### config.mk
export PLATFORM = sky130hd
export DESIGN_NAME = sh7034_wdt_flat
export DESIGN_NICKNAME = d
export VERILOG_FILES = /design/src/rtl/sh7034_wdt_if.sv /design/src/rtl/sh7034_wdt.sv /design/src/flat_wrapper.sv
export SDC_FILE = /design/constraint.sdc
export NUM_CORES = 1
export LEC_CHECK = 0
export CAP_MARGIN = 25
export CORE_MARGIN = 2
export CORE_UTILIZATION = 50
export DETAILED_ROUTE_END_ITERATION = 10
export GPL_TIMING_DRIVEN = 1
export HOLD_SLACK_MARGIN = 0.08
export MAX_ROUTING_LAYER = met4
export PLACE_DENSITY_LB_ADDON = 0.25
export SETUP_SLACK_MARGIN = 0.3
export SKIP_CTS_REPAIR_TIMING = 1
export SYNTH_ARGS = -nofsm -noshare
export SYNTH_HDL_FRONTEND = slang
export SYNTH_SLANG_ARGS = --single-unit
### constraint.sdc
create_clock -name CLK -period 5.3 [get_ports CLK]
set_clock_uncertainty 0.2 [all_clocks]
set_input_delay 0.53 -clock CLK [delete_from_list [all_inputs] [get_ports CLK]]
set_output_delay 0.53 -clock CLK [all_outputs]
set_load 0.02 [all_outputs]
### src/rtl/sh7034_wdt_if.sv
// IBUS port bundle shared by the SH7034 on-chip peripherals (watchdog timer here).
interface sh7034_wdt_if;
    // Handshake: an access exists in a phi cycle while IBUS_REQ is high. Writes are
    // taken on CE_R and read data is registered on CE_F of the same phi cycle.
    // IBUS_BUSY is tied low, so every access completes in the phi cycle it is issued.
    logic [27:0] IBUS_A;
    logic [31:0] IBUS_DI;
    logic [31:0] IBUS_DO;
    logic [3:0]  IBUS_BA;
    logic        IBUS_WE;
    logic        IBUS_REQ;
    logic        IBUS_BUSY;
    logic        IBUS_ACT;

    modport master (
        output IBUS_A, IBUS_DI, IBUS_BA, IBUS_WE, IBUS_REQ,
        input  IBUS_DO, IBUS_BUSY, IBUS_ACT
    );

    modport slave (
        input  IBUS_A, IBUS_DI, IBUS_BA, IBUS_WE, IBUS_REQ,
        output IBUS_DO, IBUS_BUSY, IBUS_ACT
    );
endinterface

### src/rtl/sh7034_wdt.sv
// SH7034 watchdog / interval timer: WTCSR, WTCNT, RSTCSR on the IBUS.
// Define SH7034_WDT_RESET_EN to enable the internal reset request (RSTE/RSTS, WDT_RST_N).
module sh7034_wdt #(
    parameter int RST_PULSE = 512,
    parameter int OVF_PULSE = 128
) (
    input  logic        CLK,
    input  logic        RST_N,
    input  logic        CE_R,
    input  logic        CE_F,
    input  logic        RES_N,
    sh7034_wdt_if.slave ibus,
    output logic        WDT_IRQ,
    output logic        WDTOVF_N,
    output logic        WDT_RST_N
);
    localparam logic [27:0] REG_LO = 28'h5FFFFB8;
    localparam logic [27:0] REG_HI = 28'h5FFFFBB;
    localparam int          OW     = $clog2(OVF_PULSE + 1);

    logic        ovf, wt_it, tme;
    logic [2:0]  cks;
    logic [7:0]  wtcnt;
    logic [12:0] presc;
    logic        wovf;
    logic        rste, rsts;
    logic        rd_flag;
    logic        ovf_pend;
    logic [OW-1:0] ovf_cnt;

    logic        reg_sel, wr_acc, rd_acc, hi_half, lo_half;
    logic        wr_csr, wr_cnt, wr_wovf_clr;
    logic [3:0]  tap_idx;
    logic [12:0] presc_inc;
    logic        tick, cnt_ovf;
    logic [7:0]  wtcsr_rd, rstcsr_rd;

    assign reg_sel        = (ibus.IBUS_A >= REG_LO) && (ibus.IBUS_A <= REG_HI);
    assign ibus.IBUS_ACT  = reg_sel;
    assign ibus.IBUS_BUSY = 1'b0;

    assign wr_acc  = ibus.IBUS_REQ & ibus.IBUS_WE & reg_sel;
    assign rd_acc  = ibus.IBUS_REQ & ~ibus.IBUS_WE & reg_sel;
    assign hi_half = (ibus.IBUS_BA[3:2] == 2'b11);
    assign lo_half = (ibus.IBUS_BA[1:0] == 2'b11);

    // Password in the upper byte of each halfword; byte writes never match a half.
    assign wr_csr      = wr_acc & hi_half & (ibus.IBUS_DI[31:24] == 8'hA5);
    assign wr_cnt      = wr_acc & hi_half & (ibus.IBUS_DI[31:24] == 8'h5A);
    assign wr_wovf_clr = wr_acc & lo_half & (ibus.IBUS_DI[15:0] == 16'hA500);

    always_comb begin
        tap_idx = 4'd0;
        case (cks)
            3'd0: tap_idx = 4'd0;
            3'd1: tap_idx = 4'd5;
            3'd2: tap_idx = 4'd6;
            3'd3: tap_idx = 4'd7;
            3'd4: tap_idx = 4'd8;
            3'd5: tap_idx = 4'd9;
            3'd6: tap_idx = 4'd11;
            default: tap_idx = 4'd12;
        endcase
    end

    // A WTCSR write restarts the prescaler, so no count is taken on that edge.
    assign presc_inc = presc + 13'd1;
    assign tick      = RES_N & tme & ~wr_csr & presc[tap_idx] & ~presc_inc[tap_idx];
    assign cnt_ovf   = tick & ~wr_cnt & (wtcnt == 8'hFF);

    always_ff @(posedge CLK or negedge RST_N) begin
        if (!RST_N) begin
            ovf   <= 1'b0;
            wt_it <= 1'b0;
            tme   <= 1'b0;
            cks   <= 3'd0;
            wtcnt <= 8'd0;
            presc <= 13'd0;
            wovf  <= 1'b0;
        end else if (CE_R) begin
            if (!RES_N) begin
                ovf   <= 1'b0;
                wt_it <= 1'b0;
                tme   <= 1'b0;
                cks   <= 3'd0;
                wtcnt <= 8'd0;
                presc <= 13'd0;
            end else begin
                if (wr_csr) begin
                    wt_it <= ibus.IBUS_DI[22];
                    tme   <= ibus.IBUS_DI[21];
                    cks   <= ibus.IBUS_DI[18:16];
                end
                ovf <= (cnt_ovf & ~wt_it)
                     | (ovf & ~(wr_csr & rd_flag & ~ibus.IBUS_DI[23]));
                if (wr_cnt)
                    wtcnt <= ibus.IBUS_DI[23:16];
                else if (tick)
                    wtcnt <= wtcnt + 8'd1;
                presc <= (wr_csr | ~tme) ? 13'd0 : presc_inc;
                wovf  <= (cnt_ovf & wt_it) | (wovf & ~wr_wovf_clr);
            end
        end
    end

    // OVF may only be cleared by a WTCSR write that follows a read which saw OVF=1.
    always_ff @(posedge CLK or negedge RST_N) begin
        if (!RST_N)
            rd_flag <= 1'b0;
        else if (CE_R && (!RES_N || wr_csr))
            rd_flag <= 1'b0;
        else if (CE_F && rd_acc && ibus.IBUS_BA[3] && ovf)
            rd_flag <= 1'b1;
    end

    always_ff @(posedge CLK or negedge RST_N) begin
        if (!RST_N) begin
            ovf_pend <= 1'b0;
            ovf_cnt  <= '0;
        end else if (CE_R) begin
            ovf_pend <= cnt_ovf & wt_it;
            if (ovf_pend)
                ovf_cnt <= OW'(OVF_PULSE);
            else if (ovf_cnt != '0)
                ovf_cnt <= ovf_cnt - 1'b1;
        end
    end

    assign WDTOVF_N = (ovf_cnt == '0);

`ifdef SH7034_WDT_RESET_EN
    localparam int RW = $clog2(RST_PULSE + 1);
    logic          wr_rst;
    logic          rst_pend;
    logic [RW-1:0] rst_cnt;

    assign wr_rst = wr_acc & lo_half & (ibus.IBUS_DI[15:8] == 8'h5A);

    always_ff @(posedge CLK or negedge RST_N) begin
        if (!RST_N) begin
            rste <= 1'b0;
            rsts <= 1'b0;
        end else if (CE_R) begin
            if (!RES_N) begin
                rste <= 1'b0;
                rsts <= 1'b0;
            end else if (wr_rst) begin
                rste <= ibus.IBUS_DI[6];
                rsts <= ibus.IBUS_DI[5];
            end
        end
    end

    // Reset request is one-shot: an overflow during an active request is dropped.
    always_ff @(posedge CLK or negedge RST_N) begin
        if (!RST_N) begin
            rst_pend <= 1'b0;
            rst_cnt  <= '0;
        end else if (CE_R) begin
            rst_pend <= cnt_ovf & wt_it & rste;
            if (rst_pend && rst_cnt == '0)
                rst_cnt <= RW'(RST_PULSE);
            else if (rst_cnt != '0)
                rst_cnt <= rst_cnt - 1'b1;
        end
    end

    assign WDT_RST_N = (rst_cnt == '0);
`else
    assign rste      = 1'b0;
    assign rsts      = 1'b0;
    assign WDT_RST_N = 1'b1;
`endif

    assign wtcsr_rd  = {ovf, wt_it, tme, 2'b11, cks};
    assign rstcsr_rd = {wovf, rste, rsts, 5'h1F};

    always_ff @(posedge CLK or negedge RST_N) begin
        if (!RST_N)
            ibus.IBUS_DO <= 32'h0;
        else if (CE_F && rd_acc)
            ibus.IBUS_DO <= (ibus.IBUS_A[3:2] == 2'b10)
                          ? {wtcsr_rd, wtcnt, 8'hFF, rstcsr_rd} : 32'h0;
    end

    assign WDT_IRQ = ovf & ~wt_it;
endmodule

### src/flat_wrapper.sv
// flat-port wrapper written by rule: the top's interface ports become plain ports
module sh7034_wdt_flat 
#(
    parameter int RST_PULSE = 512,
    parameter int OVF_PULSE = 128
)
  (CLK, RST_N, CE_R, CE_F, RES_N, WDT_IRQ, WDTOVF_N, WDT_RST_N, ibus_IBUS_A, ibus_IBUS_DI, ibus_IBUS_BA, ibus_IBUS_WE, ibus_IBUS_REQ, ibus_IBUS_DO, ibus_IBUS_BUSY, ibus_IBUS_ACT);
  sh7034_wdt_if ibus_i ();
  input  logic CLK;
  input  logic RST_N;
  input  logic CE_R;
  input  logic CE_F;
  input  logic RES_N;
  output logic WDT_IRQ;
  output logic WDTOVF_N;
  output logic WDT_RST_N;
  input wire logic [$bits(ibus_i.IBUS_A)-1:0] ibus_IBUS_A;
  input wire logic [$bits(ibus_i.IBUS_DI)-1:0] ibus_IBUS_DI;
  input wire logic [$bits(ibus_i.IBUS_BA)-1:0] ibus_IBUS_BA;
  input wire logic [$bits(ibus_i.IBUS_WE)-1:0] ibus_IBUS_WE;
  input wire logic [$bits(ibus_i.IBUS_REQ)-1:0] ibus_IBUS_REQ;
  output wire logic [$bits(ibus_i.IBUS_DO)-1:0] ibus_IBUS_DO;
  output wire logic [$bits(ibus_i.IBUS_BUSY)-1:0] ibus_IBUS_BUSY;
  output wire logic [$bits(ibus_i.IBUS_ACT)-1:0] ibus_IBUS_ACT;
  assign ibus_i.IBUS_A = ibus_IBUS_A;
  assign ibus_i.IBUS_DI = ibus_IBUS_DI;
  assign ibus_i.IBUS_BA = ibus_IBUS_BA;
  assign ibus_i.IBUS_WE = ibus_IBUS_WE;
  assign ibus_i.IBUS_REQ = ibus_IBUS_REQ;
  assign ibus_IBUS_DO = ibus_i.IBUS_DO;
  assign ibus_IBUS_BUSY = ibus_i.IBUS_BUSY;
  assign ibus_IBUS_ACT = ibus_i.IBUS_ACT;
  sh7034_wdt #(.RST_PULSE(RST_PULSE), .OVF_PULSE(OVF_PULSE)) u_core (.CLK(CLK), .RST_N(RST_N), .CE_R(CE_R), .CE_F(CE_F), .RES_N(RES_N), .ibus(ibus_i), .WDT_IRQ(WDT_IRQ), .WDTOVF_N(WDTOVF_N), .WDT_RST_N(WDT_RST_N));
endmodule
; Word-level counts from Yosys, hierarchy flattened
; Index checks and enable logic that the tools add are counted.
[word_totals]
register_bits = 70
input_bits = 71
output_inout_bits = 37
word_cells = 104
[op_classes]
addsub = 3
order_cmp = 3
eq_ne = 15
muxes = 22
n_bitwise = 34
n_reduce_logical = 16
[ops]
columns = operator, n
row1 = 8-bit two-way mux, 5
row2 = 32-bit two-way mux, 1
row3 = 28-bit by 27-bit greater-or-equal comparator with 1-bit output (second input constant), 1
row4 = 28-bit by 27-bit <= comparator with 1-bit output (second input constant), 1
row5 = 4-bit one-hot mux with 7 select lines, 1
row6 = 13-bit two-way mux, 2
row7 = 1-bit AND, 22
row8 = 16-bit equality test (second input constant), 1
row9 = 8-bit equality test (second input constant), 2
row10 = 13-bit by 1-bit adder with 13-bit output (second input constant), 1
row11 = 3-bit equality test (second input constant), 3
row12 = 1-bit two-way mux, 9
row13 = 1-bit NOT, 9
row14 = 8-bit by 1-bit adder with 8-bit output (second input constant), 1
row15 = 1-bit binary-select mux with 4-bit select, 2
row16 = 8-bit by 7-bit equality test with 1-bit output (second input constant), 1
row17 = 8-bit logical NOT, 1
row18 = 2-bit AND reduction, 4
row19 = 8-bit nonzero test, 1
row20 = 8-bit by 1-bit subtractor with 8-bit output (second input constant), 1
row21 = 2-bit equality test (second input constant), 3
row22 = 3-bit by 2-bit equality test with 1-bit output (second input constant), 2
row23 = 3-bit two-way mux, 2
row24 = 1-bit logical AND, 5
row25 = 9 further kinds, 12

; Logic depth before layout (Yosys ltp)
[depth]
depth_word = 14
ltp_mapped = 11
ltp_nobuf = 9

; Worst setup path after synthesis
; No wires, ideal clock.
[synth_path]
path_type = input to register
start = input RES_N
end = register u_core.wtcnt[1]
setup_ps = 125
arrival_ps = 2446
required_time_ps = 4975
path_slack_ps = 2529
cell_stages = 9
path_buffers = 4
cell_sequence = buf_2 > and2_1 > clkbuf_1 > nand3_1 > or4_1 > clkbuf_2 > buf_4 > nand2_1 > mux2_2
[synth_between]
elab_chain_len = 6
word_cells_on_any_way = 7
cone_classes = eq/ne: 1 / mux: 1 / bitwise: 4 / reduce/logical: 1
[synth_rtl]
columns = item, line_no
row1 = "start, declared", flat_wrapper.sv:13  ; input logic RES_N;
row2 = 1-bit AND (4 in series), sh7034_wdt.sv:68  ; assign tick = RES_N & tme & ~wr_csr & presc[tap_idx] & ~presc_inc[tap_idx];
row3 = 3-bit by 1-bit inequality test with 1-bit output (no line), n/a
row4 = 2-bit AND reduction (no line), n/a
row5 = "end signal, assigned", sh7034_wdt.sv:97  ; wtcnt <= ibus.IBUS_DI[23:16];
row6 = "end signal, assigned", sh7034_wdt.sv:99  ; wtcnt <= wtcnt + 8'd1;
row7 = "end, declared", sh7034_wdt.sv:23  ; logic [7:0] wtcnt;
; Several ways; a longest one is shown, not always the timed one.
; A chain may end at the register's enable or synchronous reset.

==> results.md <==
- Area of the multi-input gates: 1590 sq um
- Routed wire per std cell: 15.4 microns
- Yosys warnings: 0
- Sw frac: 26.0%
- Worst Path Required: 5.34 ns
- Min Tclk post-route: 3.38 ns
- CTS max path bufs: 2
- RSZ-0062 raised after global routing: no
- Io pins: 108
- Gr ovfl total: 0
- Die X-Extent: 84.2 microns
- FILL cells: 513
- R2r startpoint: u_core.presc[2]
- Peak supply drop: 179 uV
- Top delay family on crit path: simple AND/OR/NAND/NOR gates
- Final-stage net count: 509
- CP bufs+invs: 3
- Setup violators final: 0
- Critical Path End Type: flip-flop
- Main flop type after synthesis: dfrtp_1
- Hold WC Path Type: primary input to async pin
- I/O Buffers: 101
- Post-synthesis compound-gate area fraction: 14.7%
- Outcome: complete, no violations
- Mux cell area share after synthesis: 5.18%
- DRC Markers: 0
- Area of placed instances: 4130 sq um
- CTS Root Cell: clkbuf_8
- Max-slew violations: 0
- Internal power: 659 uW
- Final hold slack: 0.131 ns
- Syn avg cell area: 9.00 sq um
- # H-tree levels: 2
- Register share of total power: 52.3%
- Gr busiest metal: met2
- Seq/Total Area, Yosys: 42.0%
- Synth Cell Area: 3210 sq um
- Setup_tns: 0 ns
- Met1 Use GR: 30.0%
- Period Utilization, post-route: 63.8%
- Sink Count: 54
- Detailed router's first-iteration violation count: 155
- FF+latch area: 1350 sq um
- Number of synthesized flops with an enable pin: 0
- Max_cap viols: 0
- Final ANT Viol Nets: 0
- Post-synthesis cell type count: 58
- Die height: 84.2 microns
- Routed vias/inst: 5.86
- Xor-xnor portion of the synthesized cell area: 1.09%
- Worst slew margin: 26.2%
- ANT cells: 0
- Pin count of the biggest net entering global routing: 55
- Area grow syn2layout: 32.6%
- Drt pass-1 iters: 5
- Worst Path Arrival: 3.42 ns
- Num CTS Buffers: 5
- Total Die Area: 7090 sq um
- Met3 Usage GRT: 4.52%
- Clock power share: 31.7%
- Least-Margin Pin Slew: 1.10 ns
- Total track usage: 23.8%
- Row count: 29
- Setup Slack @ Placement: 1.63 ns
- Pwr per Cell Area: 209 nW/um^2
- Crit-path slowest cell: or4_1
- CTS tree: yes
- Share of layout cells above drive strength 1: 7.36%
- Via count of the routed design: 3001
- Simple-gate share of the synthesized area: 26.5%
- Leak: 1.70 nW
- Syn Inst Count: 357
- Max stage delay on crit path: 0.82 ns
- Most frequent cells in the layout: clkdlybuf4s50_1 (100), dfrtp_1 (54), nand2_1 (44)
- Initial antenna violation count: 0
- Flops & latches, synth: 54
- Crit-path cells: clkdlybuf4s50_1, buf_4, and2_1, nand3_1, buf_4, or4_1, or4_4, o21ai_2
- Final WL: 7.89 mm
- Slack of the critical path: 1.92 ns
- CORE AREA: 6280 sq um
- Synth async-reset ratio: 100%
- Net Switching: 231 uW
- Combinational Power Share: 16.0%
- Clock slew at reported path FFs: 0.10 ns
- Fin area: 4260 sq um
- Critical setup path kind: primary input to flip-flop
- Fin. Hold Viols: 0
- Critical path origin: CE_R
- Fmax: 0.296 GHz
- Critical Path Fanout Max: 24
- Largest family of logic cells by synthesized area: simple AND/OR/NAND/NOR gates
- Most common cell after layout, fill and taps aside: clkdlybuf4s50_1
- Core Util, Final: 67.9%
- Vias in the first global route: 2889
- Most used cell, CP: buf_4
- Startpoint Class: primary input
- DP HPWL: 5.88 mm
- Initial core utilization: 51.2%
- Met2 Use GR: 39.5%
- Clock latency on the worst-skew pair: 0.30 ns
- Post-Synth Adder-Cell Area: 1.56%
- First-pass GRT wire length: 13.5 mm
- GPL Wtd Cong: 0.848
==> metrics by stage <==
step,power [mW],std cells
6_report,0.890,512
3_5_place_dp,0.616,503
5_1_grt,0.938,512
3_3_place_gp,0.610,503
4_1_cts,0.896,511
2_1_floorplan,0.537,359
==> layer usage <==
metal | share of wire, % | up-vias
li1 | - | 1444
met1 | 44 | 1441
met2 | 50 | 108
met3 | 5.2 | 8
met4 | 1.3 | 0
met5 | 0 | -
==> layout make-up <==
type | instances | share of cell area [%]
inverters | 17 | 1.50
clock inverters | 3 | 1.12
repair buffers | 105 | 24.5
clock buffers | 5 | 1.61
multi-input cells | 251 | 37.3
well taps | 77 | 2.26
flip-flops and latches | 54 | 31.7
==> final timing paths <==
path	endpoint	slack [ns]	cells past startpoint
min in group CLK	u_core.ibus.IBUS_DO[29]	0.29	2
max	u_core.ovf_pend	1.92	8
min	u_core.ibus.IBUS_DO[22]	0.13	2
max in group asynchronous	u_core.presc[0]	4.32	2
min reg2reg	u_core.ibus.IBUS_DO[29]	0.29	2
max reg2reg	u_core.ovf_pend	2.00	7
==> registers in the layout, summed over array words and instances, names as in the netlist <==
name	cells
u_core.wt_it	1
u_core.ibus.IBUS_DO	16
u_core.ovf	1
u_core.ovf_pend	1
u_core.cks	3
u_core.presc	13
u_core.ovf_cnt	8
u_core.rd_flag	1
u_core.wovf	1
u_core.tme	1
u_core.wtcnt	8
==> kinds of logic after synthesis <==
group,after synthesis
and+or+nand+nor,154
AOI/OAI and AO/OA,71
DFF,54
buffers and inverters,54
muxes,14
adders and majority gates,4
xor gates and xnor gates,4
other,2
==> power groups by stage <==
stage	sequential (mW)	clock, mW	combinational (mW)
floorplan	0.463	0	0.0741
global placement	0.472	0	0.138
detailed placement	0.473	0	0.143
CTS	0.465	0.288	0.143
global route	0.470	0.307	0.161
finish	0.465	0.282	0.143
==> cell usage after synthesis, types with 3 or more instances <==
| master | n | area, sq um |
|---|---|---|
| a21oi_1 | 6 | 30.0 |
| and2_1 | 4 | 25.0 |
| and4_1 | 3 | 26.3 |
| buf_2 | 4 | 20.0 |
| buf_4 | 19 | 143 |
| clkbuf_1 | 12 | 45.0 |
| dfrtp_1 | 54 | 1350 |
| ha_1 | 4 | 50.1 |
| inv_1 | 17 | 63.8 |
| mux2_2 | 11 | 124 |
| nand2_1 | 44 | 165 |
| nand3_1 | 20 | 100 |
| nand4_1 | 13 | 81.3 |
| nand4b_1 | 3 | 26.3 |
| nor2_1 | 15 | 56.3 |
| nor2b_1 | 3 | 18.8 |
| nor3_1 | 13 | 65.1 |
| nor4_1 | 8 | 50.1 |
| o211ai_1 | 7 | 52.6 |
| o21ai_0 | 25 | 125 |
| o22ai_1 | 4 | 25.0 |
| o31ai_1 | 4 | 30.0 |
| o41ai_1 | 5 | 43.8 |
| or3_1 | 5 | 31.3 |
| or4_1 | 6 | 45.0 |
| or4bb_1 | 4 | 45.0 |
| xnor2_1 | 3 | 26.3 |
Power figures use the tool's default switching activity.
